File: src/rtl/vote_collector_pkg.sv
// Shared types and default timing for the ballot-collection front end.
// Defaults assume the 12 MHz board clock and a 20 ms debounce.
package vote_collector_pkg;

    typedef enum logic [1:0] {
        ST_IDLE  = 2'd0,
        ST_OPEN  = 2'd1,
        ST_CLOSE = 2'd2
    } state_t;

    localparam int CLK_HZ         = 12_000_000;
    localparam int DEB_CYCLES_DEF = CLK_HZ / 50;
    localparam int SEC_CYCLES_DEF = CLK_HZ;
    localparam int WINDOW_S_DEF   = 10;

    function automatic logic majority3(input logic [2:0] v);
        return (v[0] & v[1]) | (v[1] & v[2]) | (v[0] & v[2]);
    endfunction

endpackage

File: src/rtl/vote_collector_key_debounce.sv
// Active-low key synchronizer + debouncer; one-cycle press pulse DEB_CYCLES+2 cycles after the pin falls.
// No backpressure: the pulse is fire-and-forget, release produces nothing.
module key_debounce
    import vote_collector_pkg::*;
#(
    parameter int DEB_CYCLES = DEB_CYCLES_DEF
) (
    input  logic clk,
    input  logic rst,
    input  logic i_key_n,
    output logic o_press
);

    localparam int             CW     = $clog2(DEB_CYCLES + 1);
    localparam logic [CW-1:0]  C_LAST = CW'(DEB_CYCLES - 1);
    localparam logic [CW-1:0]  C_SAT  = CW'(DEB_CYCLES);

    logic          r_sync0;
    logic          r_sync1;
    logic [CW-1:0] r_cnt;
    logic          r_press;

    // Counter saturates at DEB_CYCLES so a held key fires exactly once.
    always_ff @(posedge clk) begin
        if (rst) begin
            r_sync0 <= 1'b1;
            r_sync1 <= 1'b1;
            r_cnt   <= '0;
            r_press <= 1'b0;
        end else begin
            r_sync0 <= i_key_n;
            r_sync1 <= r_sync0;
            r_press <= 1'b0;
            if (r_sync1) begin
                r_cnt <= '0;
            end else if (r_cnt != C_SAT) begin
                r_cnt   <= r_cnt + 1'b1;
                r_press <= (r_cnt == C_LAST);
            end
        end
    end

    assign o_press = r_press;

endmodule

File: src/rtl/vote_collector.sv
// Three-voter ballot collector: timed window, one final vote per voter, one-cycle ballot_valid with registered majority.
// Ballot appears 1 cycle after the last vote or the final tick; no backpressure, ballot_valid is a strobe.
module vote_collector
    import vote_collector_pkg::*;
#(
    parameter int DEB_CYCLES = DEB_CYCLES_DEF,
    parameter int SEC_CYCLES = SEC_CYCLES_DEF,
    parameter int WINDOW_S   = WINDOW_S_DEF
) (
    input  logic       clk,
    input  logic       rst,
    input  logic       start_n,
    input  logic [2:0] key_yes_n,
    input  logic [2:0] key_no_n,
    output logic       a,
    output logic       b,
    output logic       c,
    output logic       ballot_valid,
    output logic       pass,
    output logic       busy,
    output logic [2:0] cast,
    output logic [3:0] secs_left
);

    localparam int            PW       = $clog2(SEC_CYCLES + 1);
    localparam logic [PW-1:0] PRE_LAST = PW'(SEC_CYCLES - 1);
    localparam logic [3:0]    WIN_INIT = 4'(WINDOW_S);

    logic [2:0]    w_yes_p;
    logic [2:0]    w_no_p;
    logic          w_start_p;

    state_t        r_state;
    state_t        w_state_nxt;
    logic [2:0]    r_vote;
    logic [2:0]    r_cast;
    logic [2:0]    w_vote_nxt;
    logic [2:0]    w_cast_nxt;
    logic [PW-1:0] r_pre;
    logic [3:0]    r_secs;
    logic          w_tick;
    logic          w_timeout;
    logic          w_full;
    logic          w_open_entry;
    logic          w_in_open;
    logic          w_in_close;

    genvar gi;
    for (gi = 0; gi < 3; gi++) begin : g_voter
        key_debounce #(.DEB_CYCLES(DEB_CYCLES)) u_yes (
            .clk     (clk),
            .rst     (rst),
            .i_key_n (key_yes_n[gi]),
            .o_press (w_yes_p[gi])
        );
        key_debounce #(.DEB_CYCLES(DEB_CYCLES)) u_no (
            .clk     (clk),
            .rst     (rst),
            .i_key_n (key_no_n[gi]),
            .o_press (w_no_p[gi])
        );
    end

    key_debounce #(.DEB_CYCLES(DEB_CYCLES)) u_start (
        .clk     (clk),
        .rst     (rst),
        .i_key_n (start_n),
        .o_press (w_start_p)
    );

    // A voter's first unambiguous press is final; yes+no together counts as neither.
    always_comb begin
        w_vote_nxt = r_vote;
        w_cast_nxt = r_cast;
        for (int i = 0; i < 3; i++) begin
            if (!r_cast[i] && (w_yes_p[i] ^ w_no_p[i])) begin
                w_vote_nxt[i] = w_yes_p[i];
                w_cast_nxt[i] = 1'b1;
            end
        end
    end

    assign w_tick    = (r_pre == PRE_LAST);
    assign w_timeout = w_tick && (r_secs == 4'd1);
    assign w_full    = (w_cast_nxt == 3'b111);

    always_ff @(posedge clk) begin
        if (rst) begin
            r_state <= ST_IDLE;
        end else begin
            r_state <= w_state_nxt;
        end
    end

    always_comb begin
        w_state_nxt = r_state;
        case (r_state)
            ST_IDLE:  if (w_start_p) w_state_nxt = ST_OPEN;
            ST_OPEN:  if (w_full || w_timeout) w_state_nxt = ST_CLOSE;
            ST_CLOSE: w_state_nxt = ST_IDLE;
            default:  w_state_nxt = ST_IDLE;
        endcase
    end

    always_comb begin
        w_open_entry = 1'b0;
        w_in_open    = 1'b0;
        w_in_close   = 1'b0;
        case (r_state)
            ST_IDLE:  w_open_entry = w_start_p;
            ST_OPEN:  w_in_open    = 1'b1;
            ST_CLOSE: w_in_close   = 1'b1;
            default:  ;
        endcase
    end

    // Votes accepted on the final tick still land in r_vote before CLOSE samples it.
    always_ff @(posedge clk) begin
        if (rst) begin
            r_vote       <= '0;
            r_cast       <= '0;
            r_pre        <= '0;
            r_secs       <= '0;
            a            <= 1'b0;
            b            <= 1'b0;
            c            <= 1'b0;
            pass         <= 1'b0;
            ballot_valid <= 1'b0;
            busy         <= 1'b0;
        end else begin
            ballot_valid <= 1'b0;
            if (w_open_entry) begin
                r_vote <= '0;
                r_cast <= '0;
                r_pre  <= '0;
                r_secs <= WIN_INIT;
                busy   <= 1'b1;
            end
            if (w_in_open) begin
                r_vote <= w_vote_nxt;
                r_cast <= w_cast_nxt;
                if (w_tick) begin
                    r_pre <= '0;
                    if (!w_timeout) r_secs <= r_secs - 4'd1;
                end else begin
                    r_pre <= r_pre + 1'b1;
                end
            end
            if (w_in_close) begin
                a            <= r_vote[0];
                b            <= r_vote[1];
                c            <= r_vote[2];
                pass         <= majority3(r_vote);
                ballot_valid <= 1'b1;
                busy         <= 1'b0;
                r_secs       <= '0;
            end
        end
    end

    assign cast      = r_cast;
    assign secs_left = r_secs;

endmodule

File: config.mk
export PLATFORM = sky130hd
export DESIGN_NAME = vote_collector
export DESIGN_NICKNAME = d
export VERILOG_FILES = /design/src/rtl/vote_collector_pkg.sv /design/src/rtl/vote_collector_key_debounce.sv /design/src/rtl/vote_collector.sv
export SDC_FILE = /design/constraint.sdc
export NUM_CORES = 1
export LEC_CHECK = 0
export CAP_MARGIN = 20
export CORE_UTILIZATION = 41
export CTS_CLUSTER_SIZE = 25
export DETAILED_ROUTE_END_ITERATION = 10
export SKIP_CTS_REPAIR_TIMING = 1
export SYNTH_ARGS = -nofsm -noshare
export SYNTH_HDL_FRONTEND = slang
export SYNTH_SLANG_ARGS = --single-unit
File: constraint.sdc
create_clock -name clk -period 1.9 [get_ports clk]
set_input_delay 0.19 -clock clk [delete_from_list [all_inputs] [get_ports clk]]
set_output_delay 0.19 -clock clk [all_outputs]
set_load 0.005 [all_outputs]
**Word-level counts from Yosys, hierarchy flattened**

Index checks and enable logic that the tools add are counted.

- Flip-flop bits (word level): 189
- Bits of input ports: 9
- Output and inout bits: 13
- Word-level logic and storage cells: 141

- Add/sub/neg operators: 9
- Equal/unequal tests: 24
- Multiplexer cells: 23
- Bitwise logic cells: 15
- Reductions and logical operators: 29

Operators with widths:

| kind | count |
|---|---|
| 18-bit by 1-bit adder with 18-bit output, second input constant | 7 |
| 18-bit equality test, second input constant | 7 |
| 18-bit != test, second input constant | 7 |
| 24-bit two-way mux | 3 |
| 24-bit by 1-bit adder with 24-bit output, second input constant | 1 |
| 24-bit equality test, second input constant | 1 |
| 3-bit OR reduction | 7 |
| 4-bit two-way mux | 4 |
| 2-bit OR reduction | 8 |
| 1-bit two-way mux | 10 |
| 3-bit two-way mux | 3 |
| 2-bit by 1-bit != test with 1-bit output, second input constant | 4 |
| 2-bit AND reduction | 4 |
| 1-bit inverter | 7 |
| 4-bit by 1-bit equality test with 1-bit output, second input constant | 1 |
| 1-bit logical AND | 4 |
| 2-bit two-way mux | 2 |
| 2-bit case mux with 2 select lines | 1 |
| 4-bit by 1-bit subtractor with 4-bit output, second input constant | 1 |
| 1-bit AND | 3 |
| 3-bit equality test, second input constant | 1 |
| 1-bit zero test | 3 |
| 1-bit XOR | 3 |
| 2-bit by 1-bit equality test with 1-bit output, second input constant | 1 |
| 6 further kinds | 7 |

**Logic depth before layout (Yosys ltp)**

- Depth after elaboration: 7
- Gate-level depth with buffers: 8
- Depth with buffers taken out: 7

**By module**

From an unflattened synthesis, not the netlist that was laid out.

- Cells, all modules: 1028
- Area total of the unflattened synthesis: 9076.2 um2

Modules (own cells, without submodules):

| module | times used | cells an instance | area each (um2) | sequential area each (um2) |
|---|---|---|---|---|
| key_debounce | 7 | 111 | 993.5 | 420.4 |
| vote_collector | 1 | 251 | 2122.0 | 840.8 |

**Worst setup path before layout**

No wires, ideal clock.

- Kind: register -> register
- From: register r_pre[22]
- To: register r_pre[11]
- Setup time: 0.117 ns
- Data arrival time: 1.871 ns
- Data required time: 1.783 ns
- Setup slack: -0.087 ns
- Cell stages (with the launch flop): 7
- Path buffers: 1
- Clock period less this slack: 1.987 ns
- Cell sequence: dfxtp_1 > or4_4 > nor4_4 > a21oi_2 > buf_6 > a21o_1 > a22o_1

- Longest elaborated chain between the ends: 3

RTL lines:

| what | RTL line | source |
|---|---|---|
| start: declaration | vote_collector.sv:39 | `logic [PW-1:0] r_pre;` |
| start signal: assignment | vote_collector.sv:146 | `r_pre <= r_pre + 1'b1;` |
| 24-bit equality test | vote_collector.sv:83 | `assign w_tick = (r_pre == PRE_LAST);` |
| 24-bit two-way mux | vote_collector.sv:142 | `if (w_tick) begin` |
| 24-bit two-way mux | vote_collector.sv:139 | `if (w_in_open) begin` |

Every way passes these cells.
A chain may end at the register's enable or synchronous reset.

**Worst setup path in the final report**

- From: register r_pre[22]
- To: register r_secs[3], in the netlist secs_left[3]

- Longest elaborated chain between the ends: 5

RTL lines:

| what | RTL line | source |
|---|---|---|
| 24-bit equality test * | vote_collector.sv:83 |  |
| 1-bit logical AND | vote_collector.sv:84 | `assign w_timeout = w_tick && (r_secs == 4'd1);` |
| 4-bit two-way mux | vote_collector.sv:144 | `if (!w_timeout) r_secs <= r_secs - 4'd1;` |
| 4-bit two-way mux * | vote_collector.sv:142 |  |
| 4-bit two-way mux * | vote_collector.sv:139 |  |
| end signal: assignment | vote_collector.sv:144 |  |
| end: declaration | vote_collector.sv:40 | `logic [3:0] r_secs;` |

Mark *: on every way between the ends. The rest lies on a longest branch, timed or not.

==> flow_summary.json <==
{
  "hpwl_um": 11100,
  "synth_seq_cells": 189,
  "synth_cells": 964,
  "drc_errors": 0,
  "nNetsFinal": 1057,
  "tritoncts": "done",
  "worstMarginPinSlew_ps": 493,
  "arrival_ps": 2200,
  "grt_usage": 0.161,
  "post-route-period-util": 0.975,
  "portBuffers": 21,
  "grt_max_degree": 21,
  "dpl-instance-area_um2": 9260,
  "initial_core_util": 0.418,
  "ant_nets": 0,
  "drt-vias-per-instance": 5.00,
  "clkTransAtPathRegs_ps": 70,
  "grt-ovfl-total": 0,
  "peakVddDrop_mv": 0.615,
  "fp-row-count": 52,
  "crit_type": "reg -> reg",
  "path_max_fanout": 6,
  "dieArea_um2": 21100,
  "clkSinkCount": 189,
  "gp_congestion": 0.780,
  "yosys_warnings": 0,
  "worstPathRequired_ps": 2250,
  "finalCriticalPeriod_ps": 1850,
  "synth_area_per_cell_um2": 8.74,
  "synthArstFlopShare": 0,
  "pwr_density_cell_nw_per_um2": 783,
  "drtPass1Iterations": 4,
  "setup_viol": 0,
  "core_region_area_um2": 20200,
  "rsz0062_at_grt": "yes",
  "antenna_found_initial": 0,
  "synth-edff-count": 0,
  "drv_cap": 0,
  "end_kind": "flip-flop",
  "power.leakage_nw": 3.28,
  "syn_area_um2": 8430,
  "max_freq_mhz": 540,
  "ioPinCount": 22,
  "cts.path.max_buffers": 2,
  "yosysSeqAreaShare": 0.449,
  "grt_pass1_vias": 6168,
  "fillers": 1962,
  "synth.distinct_cells": 59,
  "fin_area_um2": 9910,
  "final_common_cell": "dfxtp_1",
  "hold_viol_final": 0,
  "syn2layout_area_growth_pct": 17.6,
  "clock_latency_ps": 430,
  "hold_class": "in -> reg",
  "worst_setup_path_start_kind": "flip-flop",
  "synthesis.nets": 990,
  "setup_tns_ps": 0,
  "die_w_um": 145,
  "grt_pass1_wl_um": 28200,
  "numCtsBuffers": 17,
  "wl_per_cell_um": 12.3,
  "synthFlopType": "dfxtp_1",
  "layout-drive-gt1-share": 0.131,
  "drt_wl_total_um": 16200,
  "die_height_um": 145,
  "htree_num_levels": 4,
  "num_vias": 6576,
  "ctsRootBufferMaster": "clkbuf_16",
  "holdWs_ps": 322,
  "skew_ps": 12.4,
  "status": "finished clean",
  "drtIter0Drc": 298,
  "report.final.slew_viol_count": 0,
  "slew_headroom": 0.667,
  "diodes": 0,
  "mostFrequentLayoutCells": "dfxtp_1 (187), nor2_1 (132), xor2_1 (64)"
}
cells in the mapped netlist (4+ instances only):
cell      number  area [µm²]
nor4_1         6        37.5
nand2_1       58         218
nor2b_1        8        50.1
nand3_1       61         305
xnor2_1       37         324
nor3_1        35         175
a31oi_1       11        68.8
nand2b_1       8        50.1
or3b_2         6        52.6
o21ai_0       30         150
inv_1         32         120
nand3b_1       5        37.5
nor4bb_1       4        40.0
nand4b_1       5        43.8
or3_1         21         131
dfxtp_1      189        3780
clkbuf_1      22        82.6
or2_2         22         138
nand4_1       35         219
and3_1        25         156
xor2_1        64         561
and4_1        16         140
nor3b_1        4        30.0
mux2i_1        9        90.1
a21oi_1       45         225
a22o_1         7        61.3
and2_1         5        31.3
nor2_1       133         499
ha_1          17         213
path summary, 6_finish.rpt:
check	slack (ps)	end	depth (start not counted)	start
worst max register to register	50	secs_left[3]	6	r_pre[22]
worst min register to register	410	g_voter[1].u_no.r_sync1	1	g_voter[1].u_no.r_sync0
worst min-delay path	320	g_voter[0].u_yes.r_sync0	2	key_yes_n[0]
worst max-delay path	50	secs_left[3]	6	r_pre[22]
power by group:
group,switching [mW],internal (mW)
Clock,1.60,2.05
Sequential,0.0109,3.98
Combinational,0.0631,0.0557
registers in the layout, summed over array words and instances (netlist names), 4 cells and up:
| register | flops |
|---|---|
| g_voter.u_no.r_cnt | 54 |
| g_voter.u_yes.r_cnt | 54 |
| r_pre | 24 |
| u_start.r_cnt | 18 |
| secs_left | 4 |
worst max-delay path, stage by stage (launching register included):
cell	delay (ps)
dfxtp_2	330
or4_4	520
nor4_4	220
buf_4	170
and4_4	260
nor3_2	50
nor4_2	220
metrics by stage:
stage          std cells  utilization  setup slack (ps)  total power, mW
3_5_place_dp        1281        0.459             -31.8             4.20
3_3_place_gp        1281        0.459              25.6             4.20
5_1_grt             1314        0.492             -71.3             8.07
4_1_cts             1313        0.489             -50.0             7.90
6_report            1314        0.492              46.7             7.76
2_1_floorplan        964            -             -7.72             4.15
logic make-up (layout without fill, tap and decap cells):
| logic type | after synthesis | in the layout | synth area share |
|---|---|---|---|
| xor gates and xnor gates | 101 | 101 | 0.105 |
| muxes | 9 | 9 | 0.0107 |
| and+or+nand+nor | 479 | 479 | 0.305 |
| AOI/OAI and AO/OA | 107 | 107 | 0.0735 |
| adders and majority gates | 18 | 18 | 0.0264 |
| buffers and inverters | 61 | 141 | 0.0303 |
| DFF | 189 | 189 | 0.449 |
cell type report:
| class | instances | area (µm²) | area share |
|---|---|---|---|
| clock inverter | 12 | 158 | 0.0159 |
| multi-input combinational | 714 | 4420 | 0.446 |
| clock buffer | 20 | 457 | 0.0461 |
| sequential | 189 | 3790 | 0.382 |
| tap | 270 | 338 | 0.0341 |
| timing repair buffer | 77 | 634 | 0.0640 |
| inverter | 32 | 120 | 0.0121 |
layer usage:
layer | share of wire | GRT usage | vias up
met3 | 0.021 | 0.0345 | 7
met5 | 0 | 0 | -
met4 | 0.0067 | 0.0521 | 0
met1 | 0.52 | 0.215 | 3018
met2 | 0.46 | 0.261 | 63
li1 | - | - | 3488
(Power assumes the default switching activity.)
